## config.mk

```make
export PLATFORM = sky130hd
export DESIGN_NAME = switch_debouncer
export DESIGN_NICKNAME = d
export VERILOG_FILES = /design/src/rtl/switch_debouncer.sv
export SDC_FILE = /design/constraint.sdc
export NUM_CORES = 1
export LEC_CHECK = 0
export CORE_MARGIN = 2
export CORE_UTILIZATION = 45
export DETAILED_ROUTE_END_ITERATION = 10
export PLACE_DENSITY = 0.73
export SLEW_MARGIN = 20
export SYNTH_ARGS = -nofsm -noshare
export SYNTH_HDL_FRONTEND = slang
export SYNTH_SLANG_ARGS = --single-unit
```

## constraint.sdc

```tcl
create_clock -name clock -period 2.4 [get_ports clock]
set_clock_uncertainty 0.1 [all_clocks]
set_input_delay 0.48 -clock clock [delete_from_list [all_inputs] [get_ports clock]]
set_output_delay 0.48 -clock clock [all_outputs]
set_load 0.1 [all_outputs]
```

## src/rtl/switch_debouncer.sv

```systemverilog
// Per-channel 2-flop synchronizer plus counter-based stability filter for raw board switches.
// Optional sticky change flags (sw_changed / chg_clr) are built when SW_CHANGE_LATCH_EN is defined.
module switch_debouncer #(
    parameter int unsigned N_SW            = 2,
    parameter int unsigned DEBOUNCE_CYCLES = 1000,
    parameter int unsigned CNT_W           = 16
) (
    input  logic            clock,
    input  logic            reset,
    input  logic [N_SW-1:0] raw_sw,
    output logic [N_SW-1:0] sw_out,
    output logic [N_SW-1:0] sw_rise,
    output logic [N_SW-1:0] sw_fall
`ifdef SW_CHANGE_LATCH_EN
    ,
    output logic [N_SW-1:0] sw_changed,
    input  logic [N_SW-1:0] chg_clr
`endif
);

    typedef enum logic [1:0] {
        StStable0,
        StPend1,
        StStable1,
        StPend0
    } state_e;

    localparam logic [CNT_W-1:0] DebCnt = CNT_W'(DEBOUNCE_CYCLES);
    localparam logic [CNT_W-1:0] CntOne = CNT_W'(1);

    logic [N_SW-1:0]  s1_q, s2_q;
    logic [N_SW-1:0]  out_q, out_d;
    logic [N_SW-1:0]  rise_q, rise_d;
    logic [N_SW-1:0]  fall_q, fall_d;
    state_e           state_q [N_SW];
    state_e           state_d [N_SW];
    logic [CNT_W-1:0] cnt_q   [N_SW];
    logic [CNT_W-1:0] cnt_d   [N_SW];

    always_comb begin
        out_d  = out_q;
        rise_d = '0;
        fall_d = '0;
        for (int i = 0; i < N_SW; i++) begin
            state_d[i] = state_q[i];
            cnt_d[i]   = cnt_q[i];
            unique case (state_q[i])
                StStable0: begin
                    if (s2_q[i]) begin
                        state_d[i] = StPend1;
                        cnt_d[i]   = CntOne;
                    end else begin
                        cnt_d[i] = '0;
                    end
                end
                StPend1: begin
                    if (!s2_q[i]) begin
                        state_d[i] = StStable0;
                        cnt_d[i]   = '0;
                    end else if (cnt_q[i] == DebCnt) begin
                        state_d[i] = StStable1;
                        out_d[i]   = 1'b1;
                        rise_d[i]  = 1'b1;
                        cnt_d[i]   = '0;
                    end else begin
                        cnt_d[i] = cnt_q[i] + CntOne;
                    end
                end
                StStable1: begin
                    if (!s2_q[i]) begin
                        state_d[i] = StPend0;
                        cnt_d[i]   = CntOne;
                    end else begin
                        cnt_d[i] = '0;
                    end
                end
                StPend0: begin
                    if (s2_q[i]) begin
                        state_d[i] = StStable1;
                        cnt_d[i]   = '0;
                    end else if (cnt_q[i] == DebCnt) begin
                        state_d[i] = StStable0;
                        out_d[i]   = 1'b0;
                        fall_d[i]  = 1'b1;
                        cnt_d[i]   = '0;
                    end else begin
                        cnt_d[i] = cnt_q[i] + CntOne;
                    end
                end
                default: begin
                    state_d[i] = StStable0;
                    cnt_d[i]   = '0;
                end
            endcase
        end
    end

    always_ff @(posedge clock) begin
        if (!reset) begin
            s1_q   <= '0;
            s2_q   <= '0;
            out_q  <= '0;
            rise_q <= '0;
            fall_q <= '0;
            for (int i = 0; i < N_SW; i++) begin
                state_q[i] <= StStable0;
                cnt_q[i]   <= '0;
            end
        end else begin
            s1_q   <= raw_sw;
            s2_q   <= s1_q;
            out_q  <= out_d;
            rise_q <= rise_d;
            fall_q <= fall_d;
            for (int i = 0; i < N_SW; i++) begin
                state_q[i] <= state_d[i];
                cnt_q[i]   <= cnt_d[i];
            end
        end
    end

    assign sw_out  = out_q;
    assign sw_rise = rise_q;
    assign sw_fall = fall_q;

`ifdef SW_CHANGE_LATCH_EN
    logic [N_SW-1:0] chg_q, chg_d;

    // Set from the next-state pulses so the flag rises with the pulse; set beats clear.
    always_comb begin
        chg_d = (chg_q & ~chg_clr) | rise_d | fall_d;
    end

    always_ff @(posedge clock) begin
        if (!reset) begin
            chg_q <= '0;
        end else begin
            chg_q <= chg_d;
        end
    end

    assign sw_changed = chg_q;
`endif

endmodule

```

Yosys cells after proc, flatten, opt, wreduce, memory -nomap -nowiden

Memory sizes are Yosys's and may differ from the RTL's.
Index checks and enable logic that the tools add are counted.

Flip-flop bits (word level): 10
Bits in writable memories: 36
Input port bits: 4
Output and inout port bits: 6
Logic and storage cells: 89
Memories: 2

Memories:

| name    | depth | width | rd ports | clocked after Yosys merged registers in | write ports | RTL line | RTL |
|---|---|---|---|---|---|---|---|
| cnt_q   | 2     | 16    | 2        | 0                                       | 2           | 37       | `logic [CNT_W-1:0] cnt_q [N_SW];` |
| state_q | 2     | 2     | 2        | 0                                       | 2           | 35       | `state_e state_q [N_SW];` |

Add/subtract/negate cells: 2
Equal/unequal tests: 16
Mux-type cells: 44
Bitwise operators: 7
Reduce and logical (&&, ||, !) cells: 10

Operators with widths:

| operator                                                                | number |
|---|---|
| 16-bit 2-to-1 mux                                                       | 8 |
| 16-bit one-hot mux with 4 select lines                                  | 2 |
| 16-bit by 1-bit adder with 16-bit output, second input constant         | 2 |
| 16-bit by 10-bit equality test with 1-bit output, second input constant | 2 |
| 2-bit 2-to-1 mux                                                        | 14 |
| 1-bit 2-to-1 mux                                                        | 16 |
| 2-bit inequality test, second input constant                            | 8 |
| 2-bit one-hot mux with 4 select lines                                   | 2 |
| 5-bit AND reduction                                                     | 2 |
| 2-bit equality test, second input constant                              | 4 |
| 3-bit AND reduction                                                     | 2 |
| 3-bit OR reduction                                                      | 2 |
| 2-bit by 1-bit equality test with 1-bit output, second input constant   | 2 |
| 2-bit logical NOT                                                       | 2 |
| 1-bit OR                                                                | 4 |
| 1-bit one-hot mux with 2 select lines                                   | 2 |
| 2-bit nonzero test                                                      | 2 |
| 1-bit inverter                                                          | 3 |

Logic depth before layout (Yosys ltp)

An unclocked memory read counts as a cell.

Depth in word-level cells: 6
Mapped depth: 9
Gate-level depth less buffers: 6

Least setup slack after synthesis

No wires, ideal clock.

Kind: reg-to-reg
Start: memory cnt_q[1][0] (netlist: cnt_q[0][16])
End: memory cnt_q[1][11] (netlist: cnt_q[0][27])
Setup time: 0.062 ns
Arrival time: 1.798 ns
Required time: 2.238 ns
Path slack: 0.440 ns
Stages on the path, launching flop included: 10
Buffers on the path: 3
Clock period less this slack: 1.960 ns
Cells stage by stage: dfxtp_1 inv_1 ha_1 nor4b_1 and4_4 buf_6 or4_4 buf_6 buf_12 nor2_4

RTL lines:

| what        | RTL line |
|---|---|
| from (decl) | 37 |

==> impl_metrics.env <==
export IMPL_gp_congestion=0.806
export IMPL_cts_buffers=5
export IMPL_grt_overflow_total=0
export IMPL_worstSkewPairLatency_ns=0.30
export IMPL_route_detailed_drc=0
export IMPL_cts_setup_buffers=0
export IMPL_leakage_nw=0.773
export IMPL_htreeDepth=2
export IMPL_drt_initial_drc_count=73
export IMPL_setup_ws_ns=0.384
export IMPL_maxSlewViolCount=0
export IMPL_crit_required_ns=2.53
export IMPL_ys_types=36
export IMPL_area_growth_pct=9.20
export IMPL_place_ws_ns=0.246
export IMPL_max_freq_mhz=496
export IMPL_post_route_period_util=0.840
export IMPL_fillers=449
export IMPL_portBuffers=9
export IMPL_grt_util_all_layers=0.156
export IMPL_netlist_top_cells_area="dfxtp_1, ha_1, xnor2_1"
export IMPL_period_needed_ns=2.02
export IMPL_cts_resized=0
export IMPL_synthCells=235
export IMPL_power_density_mw_per_mm2=626
export IMPL_yosys_area_top_type="dfxtp_1"
export IMPL_finalSetupViolCount=0
export IMPL_rsz0062_at_grt="false"
export IMPL_cpMaxStageDelayCell="or3_1"
export IMPL_vias_per_cell=5.23
export IMPL_dr_pass1_iters=4
export IMPL_synth_area_per_cell_um2=9.20
export IMPL_synth_warnings=0
export IMPL_hpwl_um=2510
export IMPL_outcome="completed"
export IMPL_grt_pass1_vias=1502
export IMPL_crit_path_max_incr_delay_ns=0.58
export IMPL_hold_buffers=0
export IMPL_wl_per_cell_um=11.8
export IMPL_cts_tree="done"
export IMPL_drv_cap=0
export IMPL_clockBufferDepth=2
export IMPL_antenna_found_initial=0
export IMPL_initial_core_util=0.461
export IMPL_antenna_left=0
export IMPL_timing_setup_tns_ns=0
export IMPL_diodes=0
export IMPL_ios=10
export IMPL_ir_drop_mv=0.441
export IMPL_core_mm2=0.00469
export IMPL_grt_pass1_wl_um=6590
export IMPL_grt_max_degree=16
export IMPL_dieArea_mm2=0.00538
export IMPL_clock_sinks=46
export IMPL_relSlewSlack=0.671
export IMPL_path_cells="inv_1 > ha_1 > nor4bb_1 > and4_1 > or3_1 > nor2_1"
export IMPL_critPathCaptureType="flip-flop"
export IMPL_ys_ff_latch=46
export IMPL_path_class="reg2reg"
export IMPL_cts_root_buf="clkbuf_8"
export IMPL_cp_start_kind="flip-flop"
export IMPL_netlist_area_leader_share=0.426
export IMPL_multi_input_area_mm2=0.00112
export IMPL_vias=1558
export IMPL_clkTransAtPathRegs_ns=0.08
export IMPL_routed_wirelength_um=3510
export IMPL_seq_area_um2=921
export IMPL_die_h_um=73.3
export IMPL_synth_seq_area_share=0.426
export IMPL_syn_nets=248
export IMPL_row_count=25
export IMPL_drive_above_1_share=0.111
export IMPL_hold_path_class="reg2reg"
export IMPL_nets=257
export IMPL_tightest_slew_ns=0.494
export IMPL_cp_arrival_ns=2.15
export IMPL_final_util=0.503
export IMPL_die_w_um=73.3
export IMPL_crit_fanout=15
export IMPL_netlist_area_mm2=0.00216
export IMPL_finalHoldViolCount=0
-- flip-flops by register name (all words and copies together) (netlist names), named ones only --
name	count
cnt_q	32
s1_q	2
s2_q	2
state_q	2
sw_fall	2
sw_out	2
sw_rise	2
-- final timing paths --
| path | endpoint | start | slack [ns] | depth (start not counted) |
|---|---|---|---|---|
| worst max-delay path | cnt_q[0][15]$_SDFF_PN0_ | cnt_q[0][0]$_SDFF_PN0_ | 0.38 | 6 |
| worst min-delay path | s2_q[1]$_SDFF_PN0_ | s1_q[1]$_SDFF_PN0_ | 0.34 | 1 |
| worst max register to register | cnt_q[0][15]$_SDFF_PN0_ | cnt_q[0][0]$_SDFF_PN0_ | 0.38 | 6 |
| worst min register to register | s2_q[1]$_SDFF_PN0_ | s1_q[1]$_SDFF_PN0_ | 0.34 | 1 |
-- Yosys cell counts --
cell type and n:
and4_4 2, or3_1 4, o21ai_0 9, or4_4 1, xor2_1 12, o31ai_1 2
nor3_1 9, dfxtp_1 46, buf_6 2, inv_1 15, a31oi_1 2, and2_1 5
and4bb_1 1, buf_2 2, nor4b_1 3, mux2i_1 2, nor4bb_1 1, nor2_4 9
nor2b_1 2, a21oi_1 8, nor2_1 21, and4_1 3, and3_1 5, nor2_2 1
ha_1 9, nand3_1 15, a21boi_0 1, nand2_1 13, clkbuf_1 3, nand4_1 7
buf_12 1, o211ai_1 1, xnor2_1 12, a221oi_1 1, or4_1 2, nor4_1 3
-- critical path: cells and delay by family, from the launching register on --
kind	cells	cell delay [ns]
and+or+nand+nor	4	1.11
buffers and inverters	1	0.10
adders and majority gates	1	0.19
DFF	1	0.44
-- layout make-up --
class	instances	share of cell area
sequential	46	0.390
inverter	15	0.0238
tap	54	0.0286
timing repair buffer	10	0.0350
clock buffer	6	0.0350
clock inverter	1	0.0127
multi-input combinational	166	0.475
-- layout by cell type, fill, tap and decap left out --
master / Yosys / final
dfxtp_1: 46 / 46
nor2_1: 21 / 21
inv_1: 15 / 15
nand3_1: 15 / 15
nand2_1: 13 / 13
xor2_1: 12 / 12
xnor2_1: 12 / 12
nor3_1: 9 / 9
o21ai_0: 9 / 9
nor2_4: 9 / 9
ha_1: 9 / 9
a21oi_1: 8 / 8
nand4_1: 7 / 7
buf_4: 0 / 7
clkbuf_8: 0 / 6
and3_1: 5 / 5
and2_1: 5 / 5
or3_1: 4 / 4
nor4b_1: 3 / 3
and4_1: 3 / 3
nor4_1: 3 / 3
clkdlybuf4s50_1: 0 / 3
and4_4: 2 / 2
a31oi_1: 2 / 2
nor2b_1: 2 / 2
mux2i_1: 2 / 2
o31ai_1: 2 / 2
or4_1: 2 / 2
and4bb_1: 1 / 1
nor4bb_1: 1 / 1
a21boi_0: 1 / 1
or4_4: 1 / 1
nor2_2: 1 / 1
a221oi_1: 1 / 1
o211ai_1: 1 / 1
bufinv_16: 0 / 1
-- through the flow --
step / power (mW) / std cells / hold slack [ns] / area (um^2)
floorplan: 0.891 / 235 / 0.312 / 2160
global placement: 0.914 / 291 / 0.313 / 2250
global route: 1.55 / 298 / 0.366 / 2360
finish: 1.48 / 298 / 0.344 / 2360
CTS: 1.50 / 298 / 0.347 / 2360
detailed placement: 0.915 / 291 / 0.324 / 2250
-- logic make-up (layout without fill, tap and decap cells) --
| logic type | Yosys count | in the layout | share of synthesized area |
|---|---|---|---|
| compound gates | 24 | 24 | 0.0631 |
| simple gates | 107 | 107 | 0.297 |
| buf+inv | 23 | 32 | 0.0556 |
| mux | 2 | 2 | 0.00926 |
| xor+xnor | 24 | 24 | 0.0972 |
| fa+ha+maj | 9 | 9 | 0.0521 |
| flops | 46 | 46 | 0.426 |
-- power breakdown --
group	switching (mW)	leakage (nW)	internal [mW]
Clock	0.246	0.0573	0.333
Combinational	0.0604	0.344	0.0434
Sequential	0.0164	0.372	0.778
-- layer usage --
| metal | global-route usage | routed length, um | share of wire |
|---|---|---|---|
| met5 | 0 | 0 | 0 |
| met2 | 0.243 | 1590 | 0.45 |
| met1 | 0.203 | 1730 | 0.49 |
| met4 | 0.0788 | 80 | 0.023 |
| met3 | 0.0370 | 105 | 0.030 |
(Power assumes the default switching activity.)
